$ cat config.mk
export PLATFORM = sky130hd
export DESIGN_NAME = rc2014_mem_cycle_ctrl
export DESIGN_NICKNAME = d
export VERILOG_FILES = /design/src/rtl/rc2014_mem_cycle_ctrl.sv
export SDC_FILE = /design/constraint.sdc
export NUM_CORES = 1
export LEC_CHECK = 0
export CORE_UTILIZATION = 47
export DETAILED_ROUTE_END_ITERATION = 6
export GPL_TIMING_DRIVEN = 0
export PLACE_DENSITY = 0.85
export SYNTH_ARGS = -nofsm -noshare
export SYNTH_HDL_FRONTEND = slang
export SYNTH_SLANG_ARGS = --single-unit
$ cat constraint.sdc
create_clock -name fpga_clk -period 3.46 [get_ports fpga_clk]
set_input_delay 0.346 -clock fpga_clk [delete_from_list [all_inputs] [get_ports fpga_clk]]
set_output_delay 0.346 -clock fpga_clk [all_outputs]
set_load 0.02 [all_outputs]
$ cat src/rtl/rc2014_mem_cycle_ctrl.sv
// rc2014_mem_cycle_ctrl
// Runs Z80 memory cycles from the RC2014 backplane against FPGA block memory.
// Two address windows are decoded: a ROM window and a RAM window. The bus
// strobes are synchronised into fpga_clk, the block-RAM access is issued, and
// the data transceiver direction and output enable are controlled for the
// rest of the cycle.
//
// Ports
//   fpga_clk, rst_n           clock, async active-low reset
//   bus_a, bus_d_in           Z80 address / write data (sampled in DECODE only)
//   bus_mreq_n/rd_n/wr_n      raw asynchronous bus strobes
//   bus_d_out, data_oe,       read data, transceiver enable and direction
//   data_dir                  (1 = FPGA drives the bus)
//   wait_n                    Z80 WAIT, held low while read data is fetched
//   mem_ce/we/sel/addr/wdata  single-cycle block-RAM access (sel 0 ROM, 1 RAM)
//   mem_rdata                 read data from the selected memory
//   rom_wr_err                sticky flag: a write hit the ROM window
//   access_cnt                completed in-window cycles, wraps at 8 bits
module rc2014_mem_cycle_ctrl #(
    parameter logic [15:0] ROM_BASE    = 16'h0000,
    parameter logic [15:0] RAM_BASE    = 16'h8000,
    parameter int unsigned WIN_AW      = 13,
    parameter int unsigned MEM_LATENCY = 1,
    parameter int unsigned SYNC_STAGES = 2,
    parameter bit          WAIT_EN     = 1'b1
) (
    input  logic              fpga_clk,
    input  logic              rst_n,
    input  logic [15:0]       bus_a,
    input  logic [7:0]        bus_d_in,
    input  logic              bus_mreq_n,
    input  logic              bus_rd_n,
    input  logic              bus_wr_n,
    output logic [7:0]        bus_d_out,
    output logic              data_oe,
    output logic              data_dir,
    output logic              wait_n,
    output logic              mem_ce,
    output logic              mem_we,
    output logic              mem_sel,
    output logic [WIN_AW-1:0] mem_addr,
    output logic [7:0]        mem_wdata,
    input  logic [7:0]        mem_rdata,
    output logic              rom_wr_err,
    output logic [7:0]        access_cnt
);

    localparam int unsigned TAG_W = 16 - WIN_AW;
    localparam logic [TAG_W-1:0] ROM_TAG = ROM_BASE[15:WIN_AW];
    localparam logic [TAG_W-1:0] RAM_TAG = RAM_BASE[15:WIN_AW];
    localparam logic [1:0] LAT_LAST = 2'(MEM_LATENCY - 1);

    typedef enum logic [2:0] {
        StIdle,
        StDecode,
        StRdWait,
        StRdDrive,
        StWrIssue,
        StHold
    } state_e;

    // Strobe synchronisers; reset to 1 so the strobes read as inactive.
    logic [SYNC_STAGES-1:0] r_mreq_sync;
    logic [SYNC_STAGES-1:0] r_rd_sync;
    logic [SYNC_STAGES-1:0] r_wr_sync;

    always_ff @(posedge fpga_clk or negedge rst_n) begin
        if (!rst_n) begin
            r_mreq_sync <= '1;
            r_rd_sync   <= '1;
            r_wr_sync   <= '1;
        end else begin
            r_mreq_sync <= {r_mreq_sync[SYNC_STAGES-2:0], bus_mreq_n};
            r_rd_sync   <= {r_rd_sync[SYNC_STAGES-2:0], bus_rd_n};
            r_wr_sync   <= {r_wr_sync[SYNC_STAGES-2:0], bus_wr_n};
        end
    end

    logic w_mreq_s, w_rd_s, w_wr_s;
    logic w_start, w_release, w_bus_idle;

    assign w_mreq_s   = r_mreq_sync[SYNC_STAGES-1];
    assign w_rd_s     = r_rd_sync[SYNC_STAGES-1];
    assign w_wr_s     = r_wr_sync[SYNC_STAGES-1];
    assign w_start    = !w_mreq_s && (!w_rd_s || !w_wr_s);
    assign w_release  = w_mreq_s || (w_rd_s && w_wr_s);
    assign w_bus_idle = w_mreq_s && w_rd_s && w_wr_s;

    // Window decode; ROM wins when the windows overlap.
    logic w_rom_hit, w_ram_hit;
    assign w_rom_hit = (bus_a[15:WIN_AW] == ROM_TAG);
    assign w_ram_hit = !w_rom_hit && (bus_a[15:WIN_AW] == RAM_TAG);

    state_e            r_state, w_state_d;
    logic [WIN_AW-1:0] r_addr, w_addr_d;
    logic              r_sel, w_sel_d;
    logic [7:0]        r_wdata, w_wdata_d;
    logic [7:0]        r_dout, w_dout_d;
    logic              r_drive, w_drive_d;
    logic              r_abort, w_abort_d;
    logic [1:0]        r_lat_cnt, w_lat_d;
    logic              r_rom_err, w_err_d;
    logic [7:0]        r_cnt, w_cnt_d;
    logic              w_wait_req;

    always_ff @(posedge fpga_clk or negedge rst_n) begin
        if (!rst_n) begin
            r_state   <= StIdle;
            r_addr    <= '0;
            r_sel     <= 1'b0;
            r_wdata   <= 8'h00;
            r_dout    <= 8'h00;
            r_drive   <= 1'b0;
            r_abort   <= 1'b0;
            r_lat_cnt <= 2'd0;
            r_rom_err <= 1'b0;
            r_cnt     <= 8'h00;
        end else begin
            r_state   <= w_state_d;
            r_addr    <= w_addr_d;
            r_sel     <= w_sel_d;
            r_wdata   <= w_wdata_d;
            r_dout    <= w_dout_d;
            r_drive   <= w_drive_d;
            r_abort   <= w_abort_d;
            r_lat_cnt <= w_lat_d;
            r_rom_err <= w_err_d;
            r_cnt     <= w_cnt_d;
        end
    end

    always_comb begin
        w_state_d  = r_state;
        w_addr_d   = r_addr;
        w_sel_d    = r_sel;
        w_wdata_d  = r_wdata;
        w_dout_d   = r_dout;
        w_drive_d  = r_drive;
        w_abort_d  = r_abort;
        w_lat_d    = r_lat_cnt;
        w_err_d    = r_rom_err;
        w_cnt_d    = r_cnt;
        w_wait_req = 1'b0;
        mem_ce     = 1'b0;
        mem_we     = 1'b0;
        mem_sel    = r_sel;
        mem_addr   = r_addr;

        unique case (r_state)
            StIdle: begin
                if (w_start) begin
                    w_state_d = StDecode;
                end
            end
            StDecode: begin
                w_addr_d  = bus_a[WIN_AW-1:0];
                w_wdata_d = bus_d_in;
                w_sel_d   = !w_rom_hit;
                w_abort_d = 1'b0;
                w_lat_d   = 2'd0;
                // Read access goes out straight from the live address.
                mem_addr  = bus_a[WIN_AW-1:0];
                mem_sel   = !w_rom_hit;
                if (w_rom_hit || w_ram_hit) begin
                    if (!w_rd_s) begin
                        // rd low wins even if wr is also low
                        mem_ce     = 1'b1;
                        w_wait_req = 1'b1;
                        w_state_d  = StRdWait;
                    end else if (w_rom_hit) begin
                        w_err_d   = 1'b1;
                        w_state_d = StHold;
                    end else begin
                        w_state_d = StWrIssue;
                    end
                end else begin
                    w_state_d = StHold;
                end
            end
            StRdWait: begin
                w_wait_req = 1'b1;
                w_abort_d  = r_abort || w_release;
                if (r_lat_cnt == LAT_LAST) begin
                    // Memory pipeline is drained either way; only drive if
                    // the strobes are still asserted.
                    if (r_abort || w_release) begin
                        w_state_d = StIdle;
                    end else begin
                        w_dout_d  = mem_rdata;
                        w_drive_d = 1'b1;
                        w_cnt_d   = r_cnt + 8'd1;
                        w_state_d = StRdDrive;
                    end
                end else begin
                    w_lat_d = r_lat_cnt + 2'd1;
                end
            end
            StRdDrive: begin
                w_state_d = StHold;
            end
            StWrIssue: begin
                mem_ce    = 1'b1;
                mem_we    = 1'b1;
                w_cnt_d   = r_cnt + 8'd1;
                w_state_d = StHold;
            end
            StHold: begin
                if (w_bus_idle) begin
                    w_drive_d = 1'b0;
                    w_state_d = StIdle;
                end
            end
            default: begin
                w_state_d = StIdle;
            end
        endcase
    end

    // WAIT releases as soon as a synced strobe release is seen.
    assign wait_n     = !(WAIT_EN && w_wait_req && !r_abort && !w_release);
    // Raw strobes gate the driver so it lets go the moment rd_n/mreq_n rise.
    assign data_oe    = r_drive && !bus_rd_n && !bus_mreq_n;
    assign data_dir   = r_drive;
    assign bus_d_out  = r_dout;
    assign mem_wdata  = r_wdata;
    assign rom_wr_err = r_rom_err;
    assign access_cnt = r_cnt;

endmodule

==> results of run 1 <==
-- synth_stat cells (all sizes together) (2+ instances only) --
| library cell | number | area share, % |
|---|---|---|
| nand4 | 3 | 0.89 |
| nand2b | 4 | 1.2 |
| nand2 | 8 | 1.4 |
| a211o | 2 | 0.83 |
| clkbuf | 2 | 0.35 |
| and2 | 2 | 0.59 |
| o21ai | 8 | 1.9 |
| ha | 2 | 1.2 |
| dfrtp | 46 | 54 |
| buf | 3 | 0.71 |
| dfstp | 6 | 7.4 |
| inv | 6 | 1.1 |
| nor3 | 3 | 0.71 |
| nand3 | 6 | 1.4 |
| xnor2 | 6 | 2.5 |
| mux2 | 30 | 16 |
| a21oi | 6 | 1.4 |
| nor2 | 6 | 1.1 |
-- cell usage in the layout (no fill, tap or decap), types with 2 or more instances in the layout --
| master | n |
|---|---|
| ha_1 | 2 |
| clkdlybuf4s50_1 | 79 |
| nor3_1 | 3 |
| a21oi_1 | 6 |
| nand2b_1 | 4 |
| nor2_1 | 6 |
| a211o_1 | 2 |
| and2_1 | 2 |
| mux2_2 | 30 |
| clkbuf_8 | 6 |
| nand2_1 | 8 |
| nand3_1 | 6 |
| nand4_1 | 3 |
| clkbuf_1 | 4 |
| dfrtp_1 | 46 |
| o21ai_0 | 8 |
| dfstp_2 | 6 |
| buf_2 | 4 |
| xnor2_1 | 6 |
| inv_1 | 6 |
-- routing by layer --
layer  vias to the layer above  global-route usage (%)  share of wire [%]
met5                         -                       0                  0
met4                         0                    6.58                1.5
met3                         7                    7.31                7.3
met2                        48                    32.3                 50
met1                       754                    21.4                 41
li1                        735                       -                  -
-- logic make-up (layout without fill, tap and decap cells) --
group | count (synthesis) | count (layout) | share of synthesized area, %
and+or+nand+nor | 37 | 37 | 8.98
DFF | 52 | 52 | 61.8
muxes | 30 | 30 | 16.0
buffers and inverters | 11 | 101 | 2.13
xor gates and xnor gates | 7 | 7 | 2.90
adders and majority gates | 2 | 2 | 1.18
AOI/OAI and AO/OA | 21 | 21 | 7.03
-- worst max-delay path, cell delays in order (launching register included) --
cell and delay (ns):
dfrtp_1 0.37, clkbuf_1 0.20, nor2_1 0.48, buf_2 0.34, mux2_2 0.37, clkdlybuf4s50_1 0.55
-- flip-flops by register name, summed over array words and instances (netlist names) --
register / cells
access_cnt: 8
bus_d_out: 8
data_dir: 1
mem_wdata: 8
r_abort: 1
r_addr: 13
r_lat_cnt: 2
r_mreq_sync: 2
r_rd_sync: 2
r_sel: 1
r_state: 3
r_wr_sync: 2
rom_wr_err: 1
-- report_power, final --
group,leakage [uW],internal (uW),switching [uW]
Sequential,0.000618,811,98.6
Clock,0.0000455,163,178
Combinational,0.000612,641,593
Total,0.00128,1620,870
-- area by class of cell --
type / count / area (sq um) / share of cell area, %
tap: 52 / 65.1 / 2.10
clock buffer: 8 / 90.1 / 2.91
multi-input combinational: 97 / 763 / 24.6
inverter: 6 / 22.5 / 0.727
buffer: 5 / 22.5 / 0.727
timing repair buffer: 82 / 826 / 26.7
sequential: 52 / 1310 / 42.2
-- timing repair --
item / CTS / global route
setup endpoints to repair: 0 / 0
gates resized for setup: 0 / 0
hold buffers: 1 / 0
hold endpoints to repair: 12 / 0
-- final timing paths --
| kind | from | endpoint | slack [ns] | cells past startpoint |
|---|---|---|---|---|
| max | r_state[1] | mem_addr[11] | 0.49 | 5 |
| min | r_rd_sync[0] | r_rd_sync[1] | 0.35 | 0 |
| max reg2reg | r_lat_cnt[0] | access_cnt[1] | 1.54 | 5 |
| min reg2reg | r_rd_sync[0] | r_rd_sync[1] | 0.35 | 0 |
| max in group asynchronous | rst_n | r_wr_sync[0] | 2.42 | 3 |
| min in group asynchronous | rst_n | r_lat_cnt[0] | 0.47 | 2 |
-- metrics by stage --
stage,total power [uW],worst slack [ns],utilization (%)
6_report,2490,0.495,71.1
2_1_floorplan,1600,1.58,-
4_1_cts,2520,0.427,71.1
3_3_place_gp,2140,0.486,68.5
5_1_grt,2630,0.309,71.1
3_5_place_dp,2170,0.765,68.9
==> reports/results.tsv, run 1 <==
metric	value	unit
clock buffer depth	2	
htree depth	2	
# Post-CTS Setup Buffers	0	
setup_tns	0	ns
Setup CP Type	flip-flop to output port	
DR DRC count	0	
Net count, final	288	
Cell variety after synth	29	
Root Buffer	clkbuf_8	
CTS sink count	52	
1st-iter DRT viols	145	
fin cells	302	
Setup-failing EPs final	0	
DRT Pass-1 Iters	6	
Worst Hold Class	flip-flop to flip-flop	
CP Data Arrival Time	2.62	ns
dpl cells	293	
antenna-violating nets left	0	
Lkg Pwr	0.00128	uW
Starting Density	48.6	%
Num CTS Buffers	5	
routed length per instance	13.8	um
Slew HR	60.7	%
Congestion Overflow GR	0	
I/O pin cnt	81	
Critical Path End Type	output port	
PortBufs	80	
Placement Cell Area	3000	sq um
first-pass GRT wire length	7180	um
CTS tree	yes	
YS warnings	0	
# rows	24	
cell count after synthesis	160	
Seq/Total Area, Yosys	61.8	%
final instance area	3100	sq um
FF+latch count, synth	52	
Avg Synthesized Cell Area	13.2	sq um
Clock Skews	0.00576	ns
vias in the first global route	1700	
clk_lat worst skew	0.29	ns
GRT Overall Usage	18.8	%
worst slew pin tran	0.587	ns
Core ar.	4350	sq um
Routed WL	4150	um
Die Y	69.1	um
worst vdd ir	517	uV
Clock Pin Slew Worst Setup and Hold Paths	0.09	ns
Ant. Diodes	0	
EDFF count, synth	0	
Fmax achieved	337	MHz
proportion of layout cells with a drive suffix above 1	20.0	%
max cap viols	0	
Final Max Tran Viols	0	
crit-path max FO	10	
status	finished, final reports clean	
final critical delay including setup and external delays	2.97	ns
Hold WS	0.352	ns
Synthesized Nets	199	
Post-DP HPWL	3100	um
Via Count	1544	
RSZ-0062 raised after global routing	false	
fillers	303	
initial antenna violation count	0	
WP data required	3.11	ns
DR vias/cell	5.11	
period utilisation layout	85.7	%
pwr/cell area	802	nW/um^2
crit path launch type	flip-flop	
prevailing post-synth register cell	dfrtp_1	
Cell Area, Synth	2120	sq um
Final Hold Viols	0	
Die W	69.1	um
largest net degree at the start of global routing	41	
RD Place Congestion	0.782	
ys async rst share	100	%
synth-to-layout area growth	46.3	%
DIE AREA	4780	sq um
No activity file was read; power rests on OpenSTA's default activity.
==> run 2: changes to the inputs <==
--- a/config.mk
+++ b/config.mk
@@ -5,6 +5,7 @@
 export SDC_FILE = /design/constraint.sdc
 export NUM_CORES = 1
 export LEC_CHECK = 0
+export CORE_ASPECT_RATIO = 1.75
 export CORE_UTILIZATION = 47
 export DETAILED_ROUTE_END_ITERATION = 6
 export GPL_TIMING_DRIVEN = 0
==> reports/results.tsv, run 2 (same netlist as run 1, synthesis figures left out) <==
metric	value	unit	change
RSZ-0062 raised after global routing	false		unchanged
period utilisation layout	84.7	%	was 85.7%
commonest non-fill, non-tap cells in the layout	clkdlybuf4s50_1, dfrtp_1, mux2_2		unchanged
Worst setup startpoint	r_state[1]		unchanged
pwr/cell area	833	nW/um^2	was 802 nW/um^2
crit path launch type	flip-flop		unchanged
GRT Overall Usage	22.1	%	was 18.8%
worst vdd ir	678	uV	was 517 uV
CTS sink count	52		unchanged
Worst R2R End	access_cnt[1]		unchanged
DIE AREA	4790	sq um	was 4780 sq um
I/O pin cnt	81		unchanged
Comb power frac	48.0	%	was 49.7%
crit-path max FO	10		unchanged
final critical delay including setup and external delays	2.93	ns	was 2.97 ns
synth-to-layout area growth	48.0	%	was 46.3%
Fmax achieved	341	MHz	was 337 MHz
Num CTS Buffers	5		unchanged
Post-DP HPWL	3540	um	was 3100 um
Ant. Diodes	0		unchanged
Clock Pin Slew Worst Setup and Hold Paths	0.09	ns	about the same
Biggest register	r_addr		unchanged
status	finished, final reports clean		unchanged
Clock Skews	0.00295	ns	was 0.00576 ns
Starting Density	48.5	%	was 48.6%
commonest non-fill, non-tap cell in the layout	clkdlybuf4s50_1		unchanged
Lkg Pwr	0.00130	uW	was 0.00128 uW
PortBufs	80		unchanged
WP data required	3.11	ns	about the same
# Post-CTS Setup Buffers	0		unchanged
Congestion Overflow GR	0		unchanged
Via Count	1576		was 1,544
setup_tns	0	ns	unchanged
Slew HR	62.1	%	was 60.7%
# rows	32		was 24
Final Hold Viols	0		unchanged
Routed WL	4670	um	was 4150 um
antenna-violating nets left	0		unchanged
DR vias/cell	5.24		was 5.11
end of the critical path	mem_addr[12]		was mem_addr[11]
first-pass GRT wire length	7660	um	was 7180 um
Final Max Tran Viols	0		unchanged
Root Buffer	clkbuf_8		unchanged
1st-iter DRT viols	20		was 145
final instance area	3130	sq um	was 3100 sq um
clk_lat worst skew	0.30	ns	was 0.29 ns
htree depth	2		unchanged
initial antenna violation count	0		unchanged
Switching Fraction	34.6	%	was 35.0%
R2R Setup Slk	1.53	ns	was 1.54 ns
DR DRC count	0		unchanged
Net count, final	288		unchanged
RD Place Congestion	0.840		was 0.782
R2R Path Start	r_lat_cnt[0]		unchanged
Setup CP Type	flip-flop to output port		unchanged
max cap viols	0		unchanged
DRT Pass-1 Iters	4		was 6
sequential power share	35.0	%	was 36.6%
Critical Path End Type	output port		unchanged
proportion of layout cells with a drive suffix above 1	20.8	%	was 20.0%
CP Data Arrival Time	2.59	ns	was 2.62 ns
Core ar.	4360	sq um	was 4350 sq um
Int Pwr	1710	uW	was 1620 uW
largest net degree at the start of global routing	37		was 41
Worst Hold Class	flip-flop to flip-flop		unchanged
Placement Cell Area	3000	sq um	about the same
Setup-failing EPs final	0		unchanged
routed length per instance	15.5	um	was 13.8 um
CTS tree	yes		unchanged
worst slew pin tran	0.566	ns	was 0.587 ns
Sw Pwr	904	uW	was 870 uW
Die Y	90.8	um	was 69.1 um
max reg flops	13		unchanged
vias in the first global route	1670		was 1,700
reg2reg path depth	5		unchanged
clock buffer depth	2		unchanged
Clk network pwr share	17.1	%	was 13.7%
Die W	52.7	um	was 69.1 um
## run 2: cell count changes in the layout (fill, tap and decap cells not counted)
cell / previous run / this run
clkbuf_1: 4 / 2
bufinv_16: 0 / 1
clkbuf_8: 6 / 7
## run 2: what timing repair did
item,in CTS,in global routing
gates resized for setup,0,0
endpoints found under the hold margin,16,0
hold buffers,1,0
## run 2: worst min path at each step
stage,slack (ns),cells after the start,start,endpoint
6_report,0.36,0,r_rd_sync[0],r_rd_sync[1]
5_1_grt,0.36,0,r_wr_sync[0],r_wr_sync[1]
4_1_cts,0.36,0,r_rd_sync[0],r_rd_sync[1]
3_5_place_dp,0.30,1,rst_n,r_addr[2]
3_3_place_gp,0.35,0,r_mreq_sync[0],r_mreq_sync[1]
2_1_floorplan,0.05,0,rst_n,access_cnt[0]
## run 2: stage by stage
step,setup slack (ns),utilization [%],instances,total power (uW),hold slack (ns)
finish,0.529,71.8,301,2610,0.360
floorplan,1.58,-,160,1600,0.0504
global route,0.354,71.8,301,2740,0.361
CTS,0.478,71.8,301,2640,0.361
detailed placement,0.818,68.7,292,2180,0.302
global placement,0.565,68.3,291,2150,0.346
## run 2: layout make-up
type | count | area (sq um)
Clock inverter | 1 | 30.0
Tap cell | 51 | 63.8
Fill cell | 306 | 1230
Buffer | 5 | 22.5
Sequential cell | 52 | 1310
Inverter | 6 | 22.5
Clock buffer | 7 | 96.3
Multi-Input combinational cell | 97 | 763
Timing Repair Buffer | 82 | 826
## run 2: power by group through the flow
stage / logic (uW) / registers (uW) / clock network, uW
after floorplan: 566 / 1030 / 0
after global placement: 1230 / 915 / 0
after detailed placement: 1260 / 926 / 0
after CTS: 1270 / 913 / 460
after global routing: 1320 / 937 / 481
final: 1250 / 913 / 445
## run 2: critical path, stage by stage (launching register included)
cell and delay, ns:
dfrtp_1 0.36, clkbuf_1 0.20, nor2_1 0.45, buf_2 0.34
mux2_2 0.38, clkdlybuf4s50_1 0.54
## run 2: layer usage
layer / vias to the layer above / GRT usage [%] / routed length (um)
li1: 736 / - / -
met1: 782 / 24.5 / 1650
met2: 45 / 38.2 / 2680
met3: 13 / 3.54 / 141
met4: 0 / 11.8 / 193
met5: - / 0 / 0
==> run 3: changes to the inputs <==
--- a/config.mk
+++ b/config.mk
@@ -6,10 +6,10 @@
 export NUM_CORES = 1
 export LEC_CHECK = 0
 export CORE_ASPECT_RATIO = 1.75
-export CORE_UTILIZATION = 47
+export CORE_UTILIZATION = 43
 export DETAILED_ROUTE_END_ITERATION = 6
 export GPL_TIMING_DRIVEN = 0
-export PLACE_DENSITY = 0.85
+export PLACE_DENSITY = 0.79
 export SYNTH_ARGS = -nofsm -noshare
 export SYNTH_HDL_FRONTEND = slang
 export SYNTH_SLANG_ARGS = --single-unit
==> constraint.sdc (replaced) <==
create_clock -name fpga_clk -period 2.9 [get_ports fpga_clk]
set_input_delay 0.29 -clock fpga_clk [delete_from_list [all_inputs] [get_ports fpga_clk]]
set_output_delay 0.29 -clock fpga_clk [all_outputs]
set_load 0.02 [all_outputs]
==> reports/results.tsv, run 3 (same netlist as run 1, synthesis figures left out) <==
metric	value	unit	change
crit path launch type	flip-flop		unchanged
max reg flops	13		unchanged
Sw Pwr	1070	uW	was 904 uW
Via Count	1558		was 1,576
Post-DP HPWL	3530	um	was 3540 um
Die W	55.0	um	was 52.7 um
period utilisation layout	91.9	%	
# rows	33		was 32
crit-path max FO	10		unchanged
R2R Path Start	r_lat_cnt[0]		unchanged
Clock Pin Slew Worst Setup and Hold Paths	0.09	ns	about the same
final instance area	3140	sq um	was 3130 sq um
routed length per instance	15.0	um	was 15.5 um
sequential power share	35.0	%	about the same
Net count, final	288		unchanged
status	finished, final reports clean		unchanged
worst slew pin tran	0.588	ns	was 0.566 ns
commonest non-fill, non-tap cell in the layout	clkdlybuf4s50_1		unchanged
DR DRC count	0		unchanged
antenna-violating nets left	0		unchanged
vias in the first global route	1551		was 1,670
Clk network pwr share	17.1	%	about the same
CP delay by family, top	buffers and inverters		unchanged
Routed WL	4520	um	was 4670 um
Worst setup startpoint	r_state[1]		unchanged
final critical delay including setup and external delays	2.67	ns	
Setup-failing EPs final	0		unchanged
CTS sink count	52		unchanged
clock buffer depth	2		unchanged
Lkg Pwr	0.00130	uW	about the same
WP buf/inv	3		unchanged
dpl cells	293		was 292
synth-to-layout area growth	48.4	%	was 48.0%
CP Data Arrival Time	2.38	ns	was 2.59 ns
Num CTS Buffers	5		unchanged
Congestion Overflow GR	0		unchanged
Hold WS	0.360	ns	about the same
largest net degree at the start of global routing	34		was 37
proportion of layout cells with a drive suffix above 1	21.2	%	was 20.8%
PortBufs	80		unchanged
worst vdd ir	781	uV	was 678 uV
first-pass GRT wire length	7110	um	was 7660 um
RD Place Congestion	0.771		was 0.840
Die Y	94.8	um	was 90.8 um
Slew HR	60.7	%	was 62.1%
htree depth	2		unchanged
Int Pwr	2040	uW	was 1710 uW
delay of the slowest critical-path stage	0.56	ns	was 0.54 ns
Switching Fraction	34.5	%	was 34.6%
Setup CP Type	flip-flop to output port		unchanged
pwr/cell area	991	nW/um^2	was 833 nW/um^2
Ant. Diodes	0		unchanged
CTS tree	yes		unchanged
GRT Overall Usage	19.0	%	was 22.1%
Worst Hold Class	flip-flop to flip-flop		unchanged
Comb power frac	47.9	%	was 48.0%
fin cells	302		was 301
Core ar.	4710	sq um	was 4360 sq um
# Post-CTS Setup Buffers	0		unchanged
Root Buffer	clkbuf_8		unchanged
Placement Cell Area	3000	sq um	about the same
DIE AREA	5220	sq um	was 4790 sq um
RSZ-0062 raised after global routing	false		unchanged
DR vias/cell	5.16		was 5.24
Final Hold Viols	0		unchanged
critical path cell sequence	clkbuf_1, nor2_4, buf_2, mux2_2, clkdlybuf4s50_1		was clkbuf_1, nor2_1, buf_2, mux2_2, clkdlybuf4s50_1
I/O pin cnt	81		unchanged
1st-iter DRT viols	19		was 20
Final Max Tran Viols	0		unchanged
WP data required	2.61	ns	was 3.11 ns
DRT Pass-1 Iters	4		unchanged
CP max-delay cell	clkdlybuf4s50_1		unchanged
Clock Skews	0.00798	ns	was 0.00295 ns
Starting Density	45.0	%	was 48.5%
max cap viols	0		unchanged
commonest non-fill, non-tap cells in the layout	clkdlybuf4s50_1, dfrtp_1, mux2_2		unchanged
clk_lat worst skew	0.30	ns	about the same
Critical Path End Type	output port		unchanged
initial antenna violation count	0		unchanged
Biggest register	r_addr		unchanged
Hold Startpoint	r_mreq_sync[0]		was r_rd_sync[0]
Fmax achieved	375	MHz	
==> run 3: changes by cell type in the layout (fill, tap and decap cells not counted) <==
| cell | previous run | this run |
|---|---|---|
| nor2_1 | 6 | 5 |
| nor2_4 | 0 | 1 |
==> run 3: power by group through the flow <==
stage | logic, uW | clock network (uW) | registers [uW]
global route | 1580 | 573 | 1120
global placement | 1480 | 0 | 1100
finish | 1490 | 533 | 1090
CTS | 1510 | 556 | 1090
detailed placement | 1500 | 0 | 1110
floorplan | 675 | 0 | 1230
==> run 3: what timing repair did <==
action                                 in CTS  in global routing
resized for setup                           1                  1
setup endpoints to repair                  13                  4
endpoints found under the hold margin      19                  0
hold buffers                                1                  0
==> run 3: metal layers <==
layer  routed length, um  track usage (%)
met5                   0                0
met1                1650             21.6
met3                 141             4.19
met4                 132             8.75
met2                2600             32.3
==> run 3: final timing paths <==
path,to,slack (ns),cells past startpoint
min in group asynchronous,r_addr[1],0.48,2
min reg2reg,r_mreq_sync[1],0.36,0
max reg2reg,access_cnt[1],0.95,5
min,r_mreq_sync[1],0.36,0
max in group asynchronous,r_mreq_sync[0],1.82,3
max,mem_addr[0],0.23,5
==> run 3: area by class of cell <==
class / instances / area (sq um)
Fill cell: 383 / 1570
Sequential cell: 52 / 1310
Timing Repair Buffer: 82 / 826
Multi-Input combinational cell: 97 / 771
Clock buffer: 7 / 96.3
Tap cell: 52 / 65.1
Clock inverter: 1 / 30.0
Buffer: 5 / 22.5
Inverter: 6 / 22.5
==> run 3: metrics by stage <==
stage	TNS, ns	setup WS (ns)	total power, uW	util, %
after floorplan	0	1.08	1910	-
after global placement	-0.315	-0.0103	2570	63.4
after detailed placement	0	0.289	2600	63.7
after CTS	0	0.0972	3150	66.6
after global routing	0	0.106	3270	66.7
final	0	0.233	3110	66.7
==> run 3: worst reg2reg max path: stages, from the launching register on <==
cell and delay, ns:
dfrtp_1 0.42, inv_1 0.07, ha_1 0.21, inv_1 0.11, o41ai_4 0.61, mux2_2 0.40
